$ cat src/rtl/wb_cmd_master.sv
// ----------------------------------------------------------------------------
// wb_cmd_master
//
// Wishbone classic single-transfer initiator. It takes one command from a
// valid/ready command port and runs it as a Wishbone bus cycle. The result is
// returned on a valid/ready response port. Only one transfer is ever in
// flight: IDLE accepts a command, BUS runs the Wishbone cycle, and RESP holds
// the response until it is consumed.
//
// Optional feature (compile-time macro WB_MASTER_TIMEOUT_EN):
//   When defined, a watchdog aborts a bus cycle that has gone TIMEOUT_CYCLES
//   cycles without wbm_ack. The abort returns rsp_error = 1 and
//   rsp_readdata = 0. When undefined, BUS waits for ack indefinitely and
//   rsp_error is constant 0.
//
// Parameters:
//   ADDR_WIDTH      width of cmd_address / wbm_address
//   DATA_WIDTH      width of all data buses
//   TIMEOUT_CYCLES  unacknowledged bus cycles before an abort (>= 1),
//                   used only with WB_MASTER_TIMEOUT_EN
//
// Ports:
//   clk, reset                     rising-edge clock, synchronous active-high reset
//   cmd_valid / cmd_ready          command handshake
//   cmd_write, cmd_address,
//   cmd_writedata                  command payload (1 = write, 0 = read)
//   rsp_valid / rsp_ready          response handshake
//   rsp_readdata, rsp_error        response payload (readdata 0 on writes/aborts)
//   wbm_*                          Wishbone classic initiator signals
//   busy                           high whenever the FSM is not in IDLE
//
// All outputs come from flops or are decoded from the state register only, so
// there is no combinational path from any input to any output.
// ----------------------------------------------------------------------------
module wb_cmd_master #(
    parameter int ADDR_WIDTH     = 1,
    parameter int DATA_WIDTH     = 16,
    parameter int TIMEOUT_CYCLES = 255
) (
    input  logic                  clk,
    input  logic                  reset,

    input  logic                  cmd_valid,
    output logic                  cmd_ready,
    input  logic                  cmd_write,
    input  logic [ADDR_WIDTH-1:0] cmd_address,
    input  logic [DATA_WIDTH-1:0] cmd_writedata,

    output logic                  rsp_valid,
    input  logic                  rsp_ready,
    output logic [DATA_WIDTH-1:0] rsp_readdata,
    output logic                  rsp_error,

    output logic [ADDR_WIDTH-1:0] wbm_address,
    output logic [DATA_WIDTH-1:0] wbm_writedata,
    input  logic [DATA_WIDTH-1:0] wbm_readdata,
    output logic                  wbm_strobe,
    output logic                  wbm_write,
    output logic                  wbm_cycle,
    input  logic                  wbm_ack,

    output logic                  busy
);

    // A zero timeout would abort before the responder could ever answer.
    if (TIMEOUT_CYCLES < 1) begin : g_bad_timeout
        $error("wb_cmd_master: TIMEOUT_CYCLES must be >= 1");
    end

    typedef enum logic [1:0] {
        ST_IDLE = 2'd0,
        ST_BUS  = 2'd1,
        ST_RESP = 2'd2
    } state_t;

    state_t                  state_q,  state_d;
    logic [ADDR_WIDTH-1:0]   addr_q,   addr_d;
    logic [DATA_WIDTH-1:0]   wdata_q,  wdata_d;
    logic                    we_q,     we_d;
    logic [DATA_WIDTH-1:0]   rdata_q,  rdata_d;
    logic                    err_q,    err_d;

    // Terminal-count flag: high in the last BUS cycle the watchdog allows.
    logic                    timeout_hit;

`ifdef WB_MASTER_TIMEOUT_EN
    // Counts completed BUS cycles without ack; cleared on entry to BUS.
    // It never needs to hold more than TIMEOUT_CYCLES-1.
    localparam int CNT_W = $clog2(TIMEOUT_CYCLES + 1);

    logic [CNT_W-1:0]        cnt_q,    cnt_d;

    // cnt_q == TIMEOUT_CYCLES-1 means this is bus cycle number TIMEOUT_CYCLES,
    // so the abort edge closes exactly TIMEOUT_CYCLES bus cycles.
    assign timeout_hit = (cnt_q == CNT_W'(TIMEOUT_CYCLES - 1));
`else
    assign timeout_hit = 1'b0;
`endif

    // ------------------------------------------------------------------
    // Next-state and next-register logic
    // ------------------------------------------------------------------
    always_comb begin
        state_d = state_q;
        addr_d  = addr_q;
        wdata_d = wdata_q;
        we_d    = we_q;
        rdata_d = rdata_q;
        err_d   = err_q;
`ifdef WB_MASTER_TIMEOUT_EN
        cnt_d   = cnt_q;
`endif

        unique case (state_q)
            ST_IDLE: begin
                if (cmd_valid) begin
                    addr_d  = cmd_address;
                    wdata_d = cmd_writedata;
                    we_d    = cmd_write;
                    state_d = ST_BUS;
`ifdef WB_MASTER_TIMEOUT_EN
                    cnt_d   = '0;
`endif
                end
            end

            ST_BUS: begin
                // Ack takes priority over the watchdog when both land in
                // the same cycle, so a late but valid answer is not lost.
                if (wbm_ack) begin
                    rdata_d = we_q ? '0 : wbm_readdata;
                    err_d   = 1'b0;
                    state_d = ST_RESP;
                end else if (timeout_hit) begin
                    rdata_d = '0;
                    err_d   = 1'b1;
                    state_d = ST_RESP;
                end else begin
`ifdef WB_MASTER_TIMEOUT_EN
                    cnt_d   = cnt_q + CNT_W'(1);
`endif
                end
            end

            ST_RESP: begin
                if (rsp_ready) begin
                    state_d = ST_IDLE;
                end
            end

            default: begin
                state_d = ST_IDLE;
            end
        endcase
    end

    // ------------------------------------------------------------------
    // State and datapath registers. Reset clears everything, so a transfer
    // caught mid-flight is dropped without a response.
    // ------------------------------------------------------------------
    always_ff @(posedge clk) begin
        if (reset) begin
            state_q <= ST_IDLE;
            addr_q  <= '0;
            wdata_q <= '0;
            we_q    <= 1'b0;
            rdata_q <= '0;
            err_q   <= 1'b0;
`ifdef WB_MASTER_TIMEOUT_EN
            cnt_q   <= '0;
`endif
        end else begin
            state_q <= state_d;
            addr_q  <= addr_d;
            wdata_q <= wdata_d;
            we_q    <= we_d;
            rdata_q <= rdata_d;
            err_q   <= err_d;
`ifdef WB_MASTER_TIMEOUT_EN
            cnt_q   <= cnt_d;
`endif
        end
    end

    // ------------------------------------------------------------------
    // Outputs: state decodes and register copies only.
    // ------------------------------------------------------------------
    assign cmd_ready     = (state_q == ST_IDLE);
    assign busy          = (state_q != ST_IDLE);
    assign rsp_valid     = (state_q == ST_RESP);
    assign rsp_readdata  = rdata_q;
`ifdef WB_MASTER_TIMEOUT_EN
    assign rsp_error     = err_q;
`else
    assign rsp_error     = 1'b0;
`endif

    assign wbm_cycle     = (state_q == ST_BUS);
    assign wbm_strobe    = (state_q == ST_BUS);
    // The latched write flag lingers after the cycle; gate it so WE is never
    // seen high outside a bus cycle.
    assign wbm_write     = (state_q == ST_BUS) && we_q;
    assign wbm_address   = addr_q;
    assign wbm_writedata = wdata_q;

`ifndef WB_MASTER_TIMEOUT_EN
    // err_q only ever gets set by the watchdog; without it the flop is
    // constant and left unread.
    logic unused_err;
    assign unused_err = err_q;
`endif

endmodule

$ cat config.mk
export PLATFORM = sky130hd
export DESIGN_NAME = wb_cmd_master
export DESIGN_NICKNAME = d
export VERILOG_FILES = /design/src/rtl/wb_cmd_master.sv
export SDC_FILE = /design/constraint.sdc
export NUM_CORES = 1
export LEC_CHECK = 0
export ABC_AREA = 1
export CAP_MARGIN = 10
export CORE_MARGIN = 4
export CORE_UTILIZATION = 35
export CTS_CLUSTER_DIAMETER = 100
export CTS_CLUSTER_SIZE = 28
export DETAILED_ROUTE_END_ITERATION = 8
export PLACE_DENSITY = 0.83
export SETUP_SLACK_MARGIN = 0.05
export SLEW_MARGIN = 20
export SYNTH_ARGS = -nofsm -noshare
export SYNTH_HDL_FRONTEND = slang
export SYNTH_SLANG_ARGS = --single-unit
export TNS_END_PERCENT = 100
$ cat constraint.sdc
create_clock -name clk -period 1.85 [get_ports clk]
set_input_delay 0.37 -clock clk [delete_from_list [all_inputs] [get_ports clk]]
set_output_delay 0.37 -clock clk [all_outputs]
set_load 0.02 [all_outputs]
* Word-level counts from Yosys, hierarchy flattened
Cells that the tools add are included.
Storage, ports and cells: flip-flop bits (word level) 36, output and inout bits 40, word-level logic and storage cells 21
Operators by class: equality and inequality tests 5, muxes and demuxes 5, reductions and logical operators 6
Operators by type and width (count):
- 2-to-1 mux 16 bit | 1
- 2-to-1 mux 2 bit | 3
- one-hot mux 2 bit (3 select lines) | 1
- inequality test 2 x 1 -> 1 bit, second input constant | 2
- AND reduction 2 bit | 2
- AND reduction 3 bit | 1
- equality test 2 x 1 -> 1 bit, second input constant | 1
- equality test 2 bit, second input constant | 1
- zero test 2 bit | 1
- inequality test 2 bit, second input constant | 1
- nonzero test 2 bit | 1
- logical AND 1 bit | 1

* Depth between registers and ports, before layout
depth after elaboration 3, depth in mapped cells 6

* Least setup slack after synthesis
No wires, ideal clock.
path kind register to output, start register we_q, end output wbm_write, arrival 1124 ps, path slack 356 ps, stages on the path, launching flop included 4, path through dfxtp_1 -> clkinv_1 -> buf_2 -> nor3_1
Between the ends: word-level cells in the longest chain between the ends 1
RTL lines:
- start: declaration | line 79 | logic we_q, we_d;
- start signal: assignment | line 176 | we_q <= we_d;
- logical AND 1 bit | line 202 | assign wbm_write = (state_q == ST_BUS) && we_q;
- end: declaration | line 58 | output logic wbm_write,
No other way between the ends.

* Final worst setup path
start register state_q[1], end output rsp_valid
Between the ends: word-level cells in the longest chain between the ends 1
RTL lines:
- start: declaration | line 76 | state_t state_q, state_d;
- start signal: assignment | line 173 | state_q <= state_d;
- equality test 2 bit | line 190 | assign rsp_valid = (state_q == ST_RESP);
- end: declaration | line 49 | output logic rsp_valid,
No other way between the ends.

==> summary.txt <==
Finish
  • Final Instance Area: 2490 sq um
  • Commonest non-fill, non-tap cell in the layout: clkdlybuf4s50_1
  • Area taken by multi-input logic gates: around 660 sq um
  • Fillers: ~430
  • Area Overhead vs Synth: 51.7%
  • Layout Utilization: 0.559
  • Share of cells above drive strength 1: 0.0556
  • Most frequent cells in the layout: clkdlybuf4s50_1 (71), nand2_1 (62), nor2_1 (53), inv_1 (38), dfxtp_1 (36)
  • Non-filler cells, final: around 380
  • Register area: just over 700 sq um
  • Antenna diode count: 0
  • Final #Nets: 363

Placed design
  • Global placer's final weighted congestion: roughly 0.74
  • Placed insts: between 300 and 400
  • Area after DPL: 2420 sq um
  • DPL Wire Length: around 3.2 mm
  • PortBufs: 77

Global routing
  • Largest net degree at the start of global routing: 27
  • Grt ovf: 0
  • Number of global-route vias before repair: between 1500 and 2000
  • Initial antenna violation count: 0
  • First-pass GRT wire length: slightly above 7 mm
  • Gr usage total: 0.148

Timing
  • Endpoints failing hold: 0
  • Final worst-path cycle share: 0.916
  • Unrepaired setup endpoints after global routing: false
  • Fin Setup TNS: 0 ns
  • Minimum clock period: ~1.7 ns
  • Worst Clk Skew: between 0.006 and 0.007 ns
  • Final setup vio count: 0
  • Slew Viols, Final: 0
  • FMAX: 590 MHz

Floorplanning
  • Boundary pin count: 79
  • Die ar.: between 5000 and 6000 sq um
  • Core area: approximately 4400 sq um
  • Row cnt: 24
  • Horiz. Die Dim: 76.4 um
  • Initial core utilization: 0.369
  • Die Ht: between 70 and 80 um

Worst setup path
  • Worst Path Buf+Inv: 2
  • Crit-path leading delay family: buffers and inverters
  • Crit path cell chain: inv_1, nor2_1, clkdlybuf4s15_1
  • Crit path DAT: 1.32 ns
  • CP required: ~1.5 ns
  • CP max stage delay: between 0.4 and 0.5 ns
  • CP Capture Type: primary output
  • Startpoint Class: flip-flop
  • CP Launch Point: state_q[1]$_SDFFE_PP0P_
  • Critical setup path kind: reg2out
  • Critical Path Slowest Stage Cell: dfxtp_1
  • CP Max Fanout: 4
  • RR Startpoint: state_q[0]$_SDFFE_PP0P_

Clock network
  • Skew-Pair Late Insertion Delay: 0.28 ns
  • CTS tree: yes
  • Clk slew on worst S/H paths: 0.07 ns
  • CTS Hold Bufs: 0
  • CTS H-tree lvls: 2
  • CTS buffer count: 5
  • Worst-case clock buffer depth: 2
  • Clock tree sinks: 36
  • Root Buffer: clkbuf_8
  • Post-CTS Setup Bufs: 0

Power
  • Lkg Pwr: about 1.2 nW
  • Total power: 0.00188 W
  • Power Density: 756 nW/um^2
  • VDD IR max: 0.000319 V

Synthesis
  • Synth Area per Inst: about 6.6 sq um
  • Syn_nets: between 200 and 300
  • Synthesis-stage register bit count: 36
  • Synth warn: 0
  • Seq/Total Area, Yosys: 0.440
  • Gate Count Post-Synth: 247
  • Distinct cells, synth: 18
  • Synthesized area: about 1600 sq um

Routing
  • DR pass1 iterations: 4
  • 1st-iter DRT viols: 55
  • Vias per std cell: between 4 and 5
  • Via count: between 1500 and 2000
  • DRC Markers: 0
  • DR WL/cell: between 10 and 15 um
  • WL final: around 4.2 mm
  • Antenna Nets Post-Route: 0

Worst hold path
  • Min-delay worst type: reg2reg
  • HP Start: wbm_writedata[10]$_SDFFE_PP0P_

Run
  • Max-cap viol count: 0

Status
  • Status: finished clean
## final timing paths
path / end / slack, ns / cells past startpoint
max: rsp_valid / 0.16 / 3
min: wbm_writedata[10]$_SDFFE_PP0P_ / 0.47 / 2
max reg2reg: wbm_writedata[14]$_SDFFE_PP0P_ / 0.44 / 6
min reg2reg: wbm_writedata[10]$_SDFFE_PP0P_ / 0.47 / 2
## power by group
part	internal (W)	total [W]	switching, W
clock	0.000255	0.000502	0.000247
sequential	0.000836	0.000869	0.0000329
combinational	0.000246	0.000510	0.000264
total	0.00134	0.00188	0.000543
## stage by stage
stage | worst slack, ns | hold WS, ns
2_1_floorplan | 0.356 | 0.447
3_3_place_gp | 0.164 | 0.452
3_5_place_dp | 0.111 | 0.461
4_1_cts | 0.0695 | 0.477
5_1_grt | 0.0622 | 0.508
6_report | 0.155 | 0.467
## cells in the mapped netlist
master | number | share of area
a21oi_1 | 10 | 0.031
nand3_4 | 1 | 0.011
buf_2 | 6 | 0.018
clkinv_1 | 2 | 0.0046
nor2_1 | 53 | 0.12
conb_1 | 1 | 0.0023
buf_4 | 2 | 0.0092
nand3_1 | 26 | 0.079
nor2_4 | 1 | 0.0069
clkbuf_1 | 1 | 0.0023
buf_8 | 1 | 0.0092
buf_6 | 4 | 0.027
nor3_1 | 1 | 0.0031
inv_1 | 38 | 0.087
inv_2 | 1 | 0.0023
nand2_1 | 62 | 0.14
nor2_2 | 1 | 0.0038
dfxtp_1 | 36 | 0.44
## worst min-delay path: stages (launching register included)
cell     delay (ns)
dfxtp_1        0.32
nor2_1         0.05
nor2_1         0.06
## routing by layer
| metal | up-vias | wire length, um | share of wire | GRT usage |
|---|---|---|---|---|
| met1 | 700 | 1850 | 0.44 | 0.165 |
| li1 | 876 | - | - | - |
| met2 | 51 | 2000 | 0.48 | 0.260 |
| met4 | 0 | 40 | 0.0095 | 0.0489 |
| met5 | - | 0 | 0 | 0 |
| met3 | 4 | 306 | 0.073 | 0.0520 |
## state kept, by name, summed over array words and instances (netlist names)
| register | cells |
|---|---|
| rsp_readdata | 16 |
| state_q | 2 |
| wbm_writedata | 16 |
| wbm_address | 1 |
| we_q | 1 |
## kinds of logic after synthesis
kind of cell | Yosys count | share of synthesized area
flops | 36 | 0.440
simple gates | 145 | 0.367
compound gates | 10 | 0.0305
buf+inv | 55 | 0.160
other cells | 1 | 0.00229
## layout make-up
class                           count  area share
Sequential cell                    36       0.290
Multi-Input combinational cell    156       0.264
Inverter                           41      0.0619
Clock inverter                      1     0.00201
Timing Repair Buffer               84       0.327
Tap cell                           52      0.0262
Clock buffer                        6      0.0292
## timing repair
item | 4_1_cts | 5_1_grt
endpoints found under the setup margin | 6 | 2
cloned | 0 | 0
resized for setup | 6 | 4
Note: power is estimated with default switching activity, not from simulation.
